**src/rtl/mc_ctrl_pkg.sv**
```systemverilog
// Shared constants for the multi-cycle MIPS control unit: opcodes, funct
// codes, ALU control codes, mux select codes and FSM state encodings.
package mc_ctrl_pkg;

  // Opcodes (IR[31:26])
  localparam logic [5:0] OP_RTYPE = 6'b000000;
  localparam logic [5:0] OP_RALT  = 6'b001001;
  localparam logic [5:0] OP_LW    = 6'b100011;
  localparam logic [5:0] OP_SW    = 6'b101011;
  localparam logic [5:0] OP_ADDI  = 6'b001000;
  localparam logic [5:0] OP_BEQ   = 6'b000100;
  localparam logic [5:0] OP_J     = 6'b000010;

  // Funct codes (IR[5:0])
  localparam logic [5:0] FN_ADD = 6'b100000;
  localparam logic [5:0] FN_SUB = 6'b100010;
  localparam logic [5:0] FN_AND = 6'b100100;
  localparam logic [5:0] FN_OR  = 6'b100101;
  localparam logic [5:0] FN_SLT = 6'b101010;
  localparam logic [5:0] FN_DIV = 6'b111111;

  // ALU control codes
  localparam logic [2:0] ALU_ADD = 3'b010;
  localparam logic [2:0] ALU_SUB = 3'b110;
  localparam logic [2:0] ALU_AND = 3'b000;
  localparam logic [2:0] ALU_OR  = 3'b001;
  localparam logic [2:0] ALU_SLT = 3'b111;
  localparam logic [2:0] ALU_DIV = 3'b011;

  // ALU B operand select
  localparam logic [1:0] ALUB_B      = 2'b00;
  localparam logic [1:0] ALUB_FOUR   = 2'b01;
  localparam logic [1:0] ALUB_IMM    = 2'b10;
  localparam logic [1:0] ALUB_IMM_SH = 2'b11;

  // PC source select
  localparam logic [1:0] PCS_ALU    = 2'b00;
  localparam logic [1:0] PCS_ALUOUT = 2'b01;
  localparam logic [1:0] PCS_JUMP   = 2'b10;

  // Writeback select
  localparam logic [1:0] WB_ALUOUT = 2'b00;
  localparam logic [1:0] WB_MDR    = 2'b01;
  localparam logic [1:0] WB_DIV    = 2'b10;

  // FSM state encodings
  localparam logic [3:0] S_INIT     = 4'd0;
  localparam logic [3:0] S_FETCH    = 4'd1;
  localparam logic [3:0] S_DECODE   = 4'd2;
  localparam logic [3:0] S_MEMADR   = 4'd3;
  localparam logic [3:0] S_MEMRD    = 4'd4;
  localparam logic [3:0] S_MEMWB    = 4'd5;
  localparam logic [3:0] S_MEMWR    = 4'd6;
  localparam logic [3:0] S_RTYPE_EX = 4'd7;
  localparam logic [3:0] S_ALU_WB   = 4'd8;
  localparam logic [3:0] S_BEQ      = 4'd9;
  localparam logic [3:0] S_ADDI_EX  = 4'd10;
  localparam logic [3:0] S_ADDI_WB  = 4'd11;
  localparam logic [3:0] S_JUMP     = 4'd12;
  localparam logic [3:0] S_DIV_REQ  = 4'd13;
  localparam logic [3:0] S_DIV_WAIT = 4'd14;
  localparam logic [3:0] S_DIV_WB   = 4'd15;

endpackage

```
**src/rtl/multicycle_ctrl_alu_funct_dec.sv**
```systemverilog
// R-type funct decoder: maps funct to an ALU control code and flags whether
// the funct is one of the supported register-register operations.
module alu_funct_dec
  import mc_ctrl_pkg::*;
(
  input  logic [5:0] funct,
  output logic [2:0] alu_control,
  output logic       legal
);

  // Translate funct into ALU operation; unsupported codes fall back to add
  always_comb begin
    alu_control = ALU_ADD;
    legal       = 1'b0;
    case (funct)
      FN_ADD: begin alu_control = ALU_ADD; legal = 1'b1; end
      FN_SUB: begin alu_control = ALU_SUB; legal = 1'b1; end
      FN_AND: begin alu_control = ALU_AND; legal = 1'b1; end
      FN_OR:  begin alu_control = ALU_OR;  legal = 1'b1; end
      FN_SLT: begin alu_control = ALU_SLT; legal = 1'b1; end
      default: begin alu_control = ALU_ADD; legal = 1'b0; end
    endcase
  end

endmodule

```
**src/rtl/multicycle_ctrl.sv**
```systemverilog
// Moore control FSM for the shared multi-cycle MIPS datapath. Outputs are a
// pure decode of the state register (plus zero, mem_ready, funct, div_done
// where noted), so an asynchronous reset to INIT clears every strobe at once.
module multicycle_ctrl
  import mc_ctrl_pkg::*;
#(
  parameter int DIV_TIMEOUT = 64,
  parameter int CNT_W       = $clog2(DIV_TIMEOUT + 1)
) (
  input  logic       clk,
  input  logic       rst_n,
  input  logic [5:0] op,
  input  logic [5:0] funct,
  input  logic       zero,
  input  logic       mem_ready,
  input  logic       div_done,
  output logic       pc_en,
  output logic       iord,
  output logic       mem_write,
  output logic       ir_write,
  output logic       reg_write,
  output logic       reg_dst,
  output logic [1:0] mem_to_reg,
  output logic       alu_src_a,
  output logic [1:0] alu_src_b,
  output logic [1:0] pc_src,
  output logic [2:0] alu_control,
  output logic       div_start,
  output logic       illegal_op,
  output logic       div_timeout,
  output logic [3:0] state_o
);

  logic [3:0]       state;
  logic [3:0]       next_state;
  logic [3:0]       decode_next;
  logic             decode_illegal;
  logic [CNT_W-1:0] cnt;
  logic             timeout_hit;
  logic [2:0]       dec_alu_control;
  logic             dec_legal;

  alu_funct_dec u_funct_dec (
    .funct       (funct),
    .alu_control (dec_alu_control),
    .legal       (dec_legal)
  );

  // Last permitted DIV_WAIT cycle: counter started at 0 on entry
  assign timeout_hit = (cnt == CNT_W'(DIV_TIMEOUT - 1));
  assign state_o     = state;

  // State register and divider wait counter
  always_ff @(posedge clk or negedge rst_n) begin
    if (!rst_n) begin
      state <= S_INIT;
      cnt   <= {CNT_W{1'b0}};
    end else begin
      state <= next_state;
      if (state == S_DIV_REQ) begin
        cnt <= {CNT_W{1'b0}};
      end else if (state == S_DIV_WAIT) begin
        cnt <= cnt + {{(CNT_W-1){1'b0}}, 1'b1};
      end else begin
        cnt <= cnt;
      end
    end
  end

  // Instruction dispatch from DECODE, including legality of op/funct
  always_comb begin
    decode_next    = S_FETCH;
    decode_illegal = 1'b0;
    case (op)
      OP_RTYPE: begin
        if (dec_legal) decode_next = S_RTYPE_EX;
        else           decode_illegal = 1'b1;
      end
      OP_RALT: begin
        if (funct == FN_DIV)  decode_next = S_DIV_REQ;
        else if (dec_legal)   decode_next = S_RTYPE_EX;
        else                  decode_illegal = 1'b1;
      end
      OP_LW, OP_SW: decode_next = S_MEMADR;
      OP_ADDI:      decode_next = S_ADDI_EX;
      OP_BEQ:       decode_next = S_BEQ;
      OP_J:         decode_next = S_JUMP;
      default:      decode_illegal = 1'b1;
    endcase
  end

  // Next-state selection
  always_comb begin
    next_state = S_INIT;
    case (state)
      S_INIT:     next_state = S_FETCH;
      S_FETCH:    next_state = mem_ready ? S_DECODE : S_FETCH;
      S_DECODE:   next_state = decode_next;
      S_MEMADR:   next_state = (op == OP_LW) ? S_MEMRD : S_MEMWR;
      S_MEMRD:    next_state = mem_ready ? S_MEMWB : S_MEMRD;
      S_MEMWB:    next_state = S_FETCH;
      S_MEMWR:    next_state = mem_ready ? S_FETCH : S_MEMWR;
      S_RTYPE_EX: next_state = S_ALU_WB;
      S_ALU_WB:   next_state = S_FETCH;
      S_BEQ:      next_state = S_FETCH;
      S_ADDI_EX:  next_state = S_ADDI_WB;
      S_ADDI_WB:  next_state = S_FETCH;
      S_JUMP:     next_state = S_FETCH;
      S_DIV_REQ:  next_state = S_DIV_WAIT;
      S_DIV_WAIT: begin
        // A completing divide beats a simultaneous timeout
        if (div_done)         next_state = S_DIV_WB;
        else if (timeout_hit) next_state = S_FETCH;
        else                  next_state = S_DIV_WAIT;
      end
      S_DIV_WB:   next_state = S_FETCH;
      default:    next_state = S_INIT;
    endcase
  end

  // Control output decode
  always_comb begin
    pc_en       = 1'b0;
    iord        = 1'b0;
    mem_write   = 1'b0;
    ir_write    = 1'b0;
    reg_write   = 1'b0;
    reg_dst     = 1'b0;
    mem_to_reg  = WB_ALUOUT;
    alu_src_a   = 1'b0;
    alu_src_b   = ALUB_B;
    pc_src      = PCS_ALU;
    alu_control = ALU_ADD;
    div_start   = 1'b0;
    illegal_op  = 1'b0;
    div_timeout = 1'b0;
    case (state)
      S_FETCH: begin
        alu_src_b = ALUB_FOUR;
        ir_write  = mem_ready;
        pc_en     = mem_ready;
      end
      S_DECODE: begin
        alu_src_b  = ALUB_IMM_SH;
        illegal_op = decode_illegal;
      end
      S_MEMADR: begin
        alu_src_a = 1'b1;
        alu_src_b = ALUB_IMM;
      end
      S_MEMRD: iord = 1'b1;
      S_MEMWB: begin
        reg_write  = 1'b1;
        mem_to_reg = WB_MDR;
      end
      S_MEMWR: begin
        iord      = 1'b1;
        mem_write = 1'b1;
      end
      S_RTYPE_EX: begin
        alu_src_a   = 1'b1;
        alu_control = dec_alu_control;
      end
      S_ALU_WB: begin
        reg_write = 1'b1;
        reg_dst   = 1'b1;
      end
      S_BEQ: begin
        alu_src_a   = 1'b1;
        alu_control = ALU_SUB;
        pc_src      = PCS_ALUOUT;
        pc_en       = zero;
      end
      S_ADDI_EX: begin
        alu_src_a = 1'b1;
        alu_src_b = ALUB_IMM;
      end
      S_ADDI_WB: reg_write = 1'b1;
      S_JUMP: begin
        pc_src = PCS_JUMP;
        pc_en  = 1'b1;
      end
      S_DIV_REQ: begin
        div_start   = 1'b1;
        alu_src_a   = 1'b1;
        alu_control = ALU_DIV;
      end
      S_DIV_WAIT: div_timeout = !div_done && timeout_hit;
      S_DIV_WB: begin
        reg_write  = 1'b1;
        reg_dst    = 1'b1;
        mem_to_reg = WB_DIV;
      end
      default: illegal_op = 1'b0;
    endcase
  end

endmodule

```
**config.mk**
```make
export PLATFORM = sky130hd
export DESIGN_NAME = multicycle_ctrl
export DESIGN_NICKNAME = d
export VERILOG_FILES = /design/src/rtl/mc_ctrl_pkg.sv /design/src/rtl/multicycle_ctrl_alu_funct_dec.sv /design/src/rtl/multicycle_ctrl.sv
export SDC_FILE = /design/constraint.sdc
export NUM_CORES = 1
export LEC_CHECK = 0
export ABC_AREA = 1
export BUFFER_PORTS_ARGS = -buffer_cell sky130_fd_sc_hd__buf_2
export CAP_MARGIN = 20
export CORE_AREA = 5 5 62 64
export CTS_CLUSTER_DIAMETER = 50
export DETAILED_ROUTE_END_ITERATION = 6
export DIE_AREA = 0 0 67 69
export PLACE_DENSITY_LB_ADDON = 0.25
export SLEW_MARGIN = 10
export SYNTH_ARGS = -nofsm -noshare
export SYNTH_HDL_FRONTEND = slang
export SYNTH_SLANG_ARGS = --single-unit
```
**constraint.sdc**
```tcl
create_clock -name clk -period 1.4 [get_ports clk]
set_input_delay 0.14 -clock clk [delete_from_list [all_inputs] [get_ports clk]]
set_output_delay 0.14 -clock clk [all_outputs]
set_load 0.02 [all_outputs]
```
# After elaboration in Yosys (flattened, before gate mapping)
# Index checks and enable logic that the tools add are counted.
[word_totals]
regBits = 11
latch_bits = 0
ramBits = 0
rom_bits = 0
inputBits = 17
output_inout_bits = 23
wordCells = 76
memories = 0
[classes]
n_addsub = 1
multipliers = 0
n_div = 0
n_lt_le_gt_ge = 0
eq_ne = 28
shift = 0
mux = 31
bitwise_logic = 0
reduce_logical = 14
[op_table]
columns = ["operator", "n"]
rows = [
  ["equality test 6 bit, second input constant", 8],
  ["one-hot mux 4 bit (10 select lines)", 1],
  ["equality test 4 bit, second input constant", 8],
  ["one-hot mux 4 bit (6 select lines)", 1],
  ["equality test 4 x 3 -> 1 bit, second input constant", 4],
  ["OR reduction 5 bit", 3],
  ["two-way mux 7 bit", 2],
  ["two-way mux 1 bit", 13],
  ["equality test 6 x 4 -> 1 bit, second input constant", 2],
  ["two-way mux 4 bit", 3],
  ["one-hot mux 3 bit (4 select lines)", 1],
  ["one-hot mux 3 bit (3 select lines)", 1],
  ["equality test 4 x 2 -> 1 bit, second input constant", 2],
  ["one-hot mux 2 bit (2 select lines)", 2],
  ["OR reduction 2 bit", 4],
  ["adder 7 x 1 -> 7 bit, second input constant", 1],
  ["equality test 7 x 6 -> 1 bit, second input constant", 1],
  ["OR reduction 7 bit", 1],
  ["equality test 6 x 2 -> 1 bit, second input constant", 1],
  ["equality test 6 x 3 -> 1 bit, second input constant", 1],
  ["logical NOT 6 bit", 1],
  ["two-way mux 3 bit", 2],
  ["one-hot mux 1 bit (3 select lines)", 2],
  ["one-hot mux 2 bit (3 select lines)", 1],
  ["other kinds (7)", 8],
]

# Logic depth before layout (Yosys ltp)
[logic_depth]
depth_word = 7
ltp_mapped = 9
ltp_nobuf = 9

# Hierarchy
# A second synthesis with hierarchy kept.
[unflattened]
hier_cells = 216
area_unflattened_um2 = 1177.4
[by_module_without_submodules]
columns = ["module", "instances", "cells_each", "area_per_inst_um2", "seq_area_each_um2"]
rows = [
  ["multicycle_ctrl", 1, 188, 1058.5, 275.3],
  ["alu_funct_dec", 1, 28, 118.9, 0.0],
]

# Least setup slack after synthesis
# Ideal clock, no wire load.
[synth_path]
path_kind = "register -> output"
startpoint = "register state[1] (netlist: state_o[1])"
endpoint = "output alu_src_a"
arrival_time_ns = 1.429
required_time_ns = 1.260
slack_ns = -0.169
stages_incl_launch_ff = 6
n_path_buf = 0
path_cell_list = "dfrtp_1 -> inv_2 -> nand2_2 -> nor2_1 -> nor4_1 -> o21ai_1"
[synth_via]
elab_chain_cells = 3
elab_cells_between_ends = 7
cone_classes = "eq/ne (5); mux (1); reduce/logical (1)"
[synth_rtl]
columns = ["item", "line", "text"]
rows = [
  ["start: declaration", "multicycle_ctrl.sv:34", "logic [3:0] state;"],
  ["start signal: assignment", "multicycle_ctrl.sv:59", "state <= next_state;"],
  ["equality test 4 bit, or another cell as far along", "multicycle_ctrl.sv:137", "case (state)"],
  ["OR reduction 5 bit (no source line) *", "n/a", ""],
  ["two-way mux 1 bit *", "multicycle_ctrl.sv:137", ""],
  ["end: declaration", "multicycle_ctrl.sv:24", "output logic alu_src_a,"],
]
# Mark *: on every way between the ends. The rest lies on a longest branch, timed or not.

# Final worst setup path
[layout_path]
startpoint = "register state[0] (netlist: state_o[0])"
endpoint = "output div_timeout"
[layout_via]
elab_chain_cells = 2
[layout_rtl]
columns = ["item", "line", "text"]
rows = [
  ["equality test 4 bit", "multicycle_ctrl.sv:137", ""],
  ["two-way mux 1 bit", "multicycle_ctrl.sv:137", ""],
  ["end: declaration", "multicycle_ctrl.sv:30", "output logic div_timeout,"],
]
# No other way between the ends.

==> flow_summary.rst <==
.. list-table::
   :header-rows: 1

   * - Metric
     - Value
   * - Final Slew Violations
     - 0
   * - CP Launch Type
     - register
   * - Worst setup path class
     - reg -> out
   * - CTS tree
     - yes
   * - Headroom to the max-slew limit
     - 0.802
   * - Num CTS Buffers
     - 3
   * - Share of total power in sequential cells
     - 0.202
   * - Number of antenna violations at the first check in global routing
     - 0
   * - WL met1
     - 1.47 mm
   * - Mean routed wirelength per cell
     - 11.9 µm
   * - Number of antenna-violating nets in the routed design
     - 0
   * - Register bit count reported by yosys
     - 11
   * - Number of warnings issued by yosys
     - 0
   * - Boundary Pins
     - 40
   * - CP required
     - 1.26 ns
   * - Mapped cell area
     - 0.00109 mm²
   * - Number of remaining DRC errors
     - 0
   * - Simple logic cell fraction of the synthesized area
     - 0.489
   * - Post-route clock skew
     - 0.00525 ns
   * - Number of cells on the worst reg-to-reg path
     - 8
   * - Final Hold Violating Endpoints
     - 0
   * - First-pass detailed-route iteration total
     - 4
   * - Worst hold margin
     - 0.268 ns
   * - Top routing layer used
     - met4
   * - Ant. Diodes
     - 0
   * - Power Internal
     - 1270 µW
   * - Vertical extent of the die
     - 69 µm
   * - H-tree levels
     - 1
   * - Placed instance area
     - 0.00143 mm²
   * - Global route total overflow
     - 0
   * - Class of the tightest hold or removal check
     - in -> async
   * - Total length of routed met3 wires
     - 176 µm
   * - Net Switching
     - 1220 µW
   * - Maximum fanout along the worst path
     - 5
   * - Area of all placed cells without fillers
     - 0.00193 mm²
   * - Post-Route WL
     - 3.69 mm
   * - Max-Cap Viols
     - 0
   * - Share of final-layout standard cells stronger than drive strength 1
     - 0.496
   * - Setup repair after global routing missed its margin
     - yes
   * - Pin count of the biggest net entering global routing
     - 12
   * - Proportion of total power due to net switching
     - 0.489
   * - Gate Count Post-Synth
     - 189
   * - Number of fill cells in the layout
     - 285
   * - Core Footprint
     - 0.00323 mm²
   * - Endpoint class of the critical path
     - primary output
   * - CP startpoint
     - state_o[0]$_DFF_PN0_
   * - Total via count after detailed routing
     - 1456
   * - Number of vias per cell
     - 4.70
   * - Compound-gate portion of the synthesized area
     - 0.117
   * - Leak pwr
     - 0.00107 µW
   * - Final-report setup violation count
     - 25
   * - Post-route setup slack
     - -0.238 ns
   * - Failing checks
     - negative setup slack
   * - Worst r2r dst
     - cnt[5]$_DFFE_PN0P_
   * - Post-synthesis share of cell area spent on full adders, half adders and majority gates
     - 0.0114
   * - Post-Synth XOR/XNOR Area
     - 0.00801
   * - Status
     - complete, but fails checks
   * - Largest family of logic cells by synthesized area
     - simple AND/OR/NAND/NOR gates
   * - Root buf cell
     - clkbuf_4
   * - Die X-Extent
     - 67 µm
   * - Final weighted congestion in routability-driven placement
     - 0.813
   * - Clock period minus worst slack
     - 1.64 ns
   * - Maximum frequency from static timing analysis
     - 611 MHz
   * - Clk network pwr share
     - 0.085
   * - Multiplexer share of the synthesized area
     - 0
   * - Source of the worst register-to-register timing path
     - state_o[0]$_DFF_PN0_
   * - Final worst-path cycle share
     - 1.17
   * - Sequential cell area fraction in the yosys report
     - 0.252
   * - Site Rows
     - 21
   * - Tot GR Track Use
     - 0.147
   * - Met2 Routed Length
     - 1.93 mm
   * - Buffer depth of the longest clock path
     - 2
   * - Area Growth Syn to Fin
     - 76.2%
   * - Cell Pwr Density
     - 1290 mW/mm²
   * - Initial standard-cell utilization of the core
     - 0.338
   * - Number of global-route vias before repair
     - 1341
   * - Synthesized net count
     - 207
   * - Full die area
     - 0.00462 mm²
   * - Number of sinks driven by the clock tree
     - 11
   * - Reg-to-reg slack, setup
     - -0.12 ns
   * - Clock-pin slew of the registers on the worst-case setup and hold paths
     - 0.07 ns
   * - Port-buffer cells
     - 39
   * - Nets
     - 283
   * - CP Capture Point
     - div_timeout
   * - Number of DRC markers in iteration 0
     - 115
   * - Peak supply drop
     - 474 µV
   * - Arr. time, crit path
     - 1.50 ns
   * - Combinational group share of total power
     - 0.713
   * - Worst skew pair latency
     - 0.26 ns
   * - Count of unique library cells instantiated by Yosys
     - 25
   * - Post-Syn Area per Cell
     - 5.79 µm²
   * - Post-detail-place hpwl
     - 2.46 mm
   * - Least-Margin Pin Slew
     - 0.293 ns
   * - Wire length of the first global-routing pass
     - 5.49 mm
[kinds of logic (layout without fill, tap and decap cells)]
kind of cell	Yosys count	count (layout)
flip-flops	11	11
AND/OR/NAND/NOR	117	117
adder cells (fa/ha/maj)	1	1
AO/OA/AOI/OAI	23	23
buffers and inverters	36	111
XOR/XNOR	1	1
[power groups by stage]
stage	logic (µW)	registers (µW)	clock network (µW)
final	1770	501	212
after global placement	1170	479	0
after global routing	1910	508	243
after CTS	1420	489	215
after floorplan	746	528	0
after detailed placement	1170	484	0
[registers in the layout (all words and copies together) (netlist names)]
register	flops
cnt	7
state_o	4
[layer usage]
metal / GRT usage / vias to the layer above
met5: 0 / -
met4: 0.0495 / 0
met3: 0.0162 / 14
met2: 0.264 / 47
met1: 0.175 / 648
li1: - / 747
[cell type report]
| class | instances | area [µm²] | area share |
|---|---|---|---|
| multi-input cells | 142 | 862 | 0.447 |
| repair buffers | 71 | 556 | 0.288 |
| flip-flops and latches | 11 | 280 | 0.145 |
| inverters | 36 | 145 | 0.0753 |
| well taps | 46 | 57.6 | 0.0299 |
| clock buffers | 4 | 26.3 | 0.0136 |
[synth_stat cells, drive strengths merged]
cell type,instances,share of area
o21ai,13,0.063
a31o,1,0.0080
a21oi,7,0.032
ha,1,0.011
nand3b,1,0.0069
dfrtp,11,0.25
nor2,39,0.17
nor4,1,0.0057
o22ai,1,0.0057
nand4,2,0.011
a211o,1,0.0080
xnor2,1,0.0080
nor3,5,0.032
nand2,52,0.18
nand3,17,0.082
inv,36,0.12
[worst min-delay path by stage]
stage,from,cells after the start,to
CTS,div_done,5,state_o[0]$_DFF_PN0_
floorplan,rst_n,0,cnt[0]$_DFFE_PN0P_
global placement,rst_n,1,cnt[2]$_DFFE_PN0P_
global route,rst_n,2,cnt[6]$_DFFE_PN0P_
detailed placement,rst_n,1,cnt[2]$_DFFE_PN0P_
finish,rst_n,2,cnt[2]$_DFFE_PN0P_
[repair_timing]
action                     in CTS  in global routing
resized for setup              42                 46
hold buffers                    1                  0
setup endpoints to repair      16                 26
pin swaps                      10                  8
setup buffers                  15                 10
hold endpoints to repair       11                  0
[worst max-delay path: stages, from the launching register on]
cell and delay [ns]:
dfrtp_2 0.46, nor2_4 0.17, clkinv_4 0.11, buf_12 0.14, nor2_8 0.10, nand2_4 0.06
nor2_4 0.08, buf_6 0.12
[metrics by stage]
step                 util  setup TNS, ns  setup slack [ns]  power [µW]  std cells
finish              0.596          -3.02            -0.238        2490        310
global route        0.596          -5.51            -0.353        2660        310
CTS                 0.525          -1.54            -0.216        2130        301
detailed placement  0.444        -0.0428           -0.0265        1650        281
global placement    0.444         -0.114           -0.0583        1650        281
floorplan               -        -0.0455           -0.0237        1270        189
[cell usage in the layout, fill, tap and decap left out, types with 2 or more instances in the layout]
master	instances
nand2_1	38
buf_4	28
inv_1	27
nor2_1	24
buf_2	24
buf_6	16
nand3_1	13
nor2_4	9
nand2_2	9
dfrtp_1	7
inv_2	6
o21ai_0	6
nand2_4	5
nor2_2	5
o21ai_1	5
a21oi_1	4
dfrtp_2	4
nand3_2	3
a21oi_2	3
clkbuf_4	3
inv_4	2
nand4_1	2
o21ai_2	2
nor3_1	2
nor3_2	2
No activity file was read; power rests on OpenSTA's default activity.
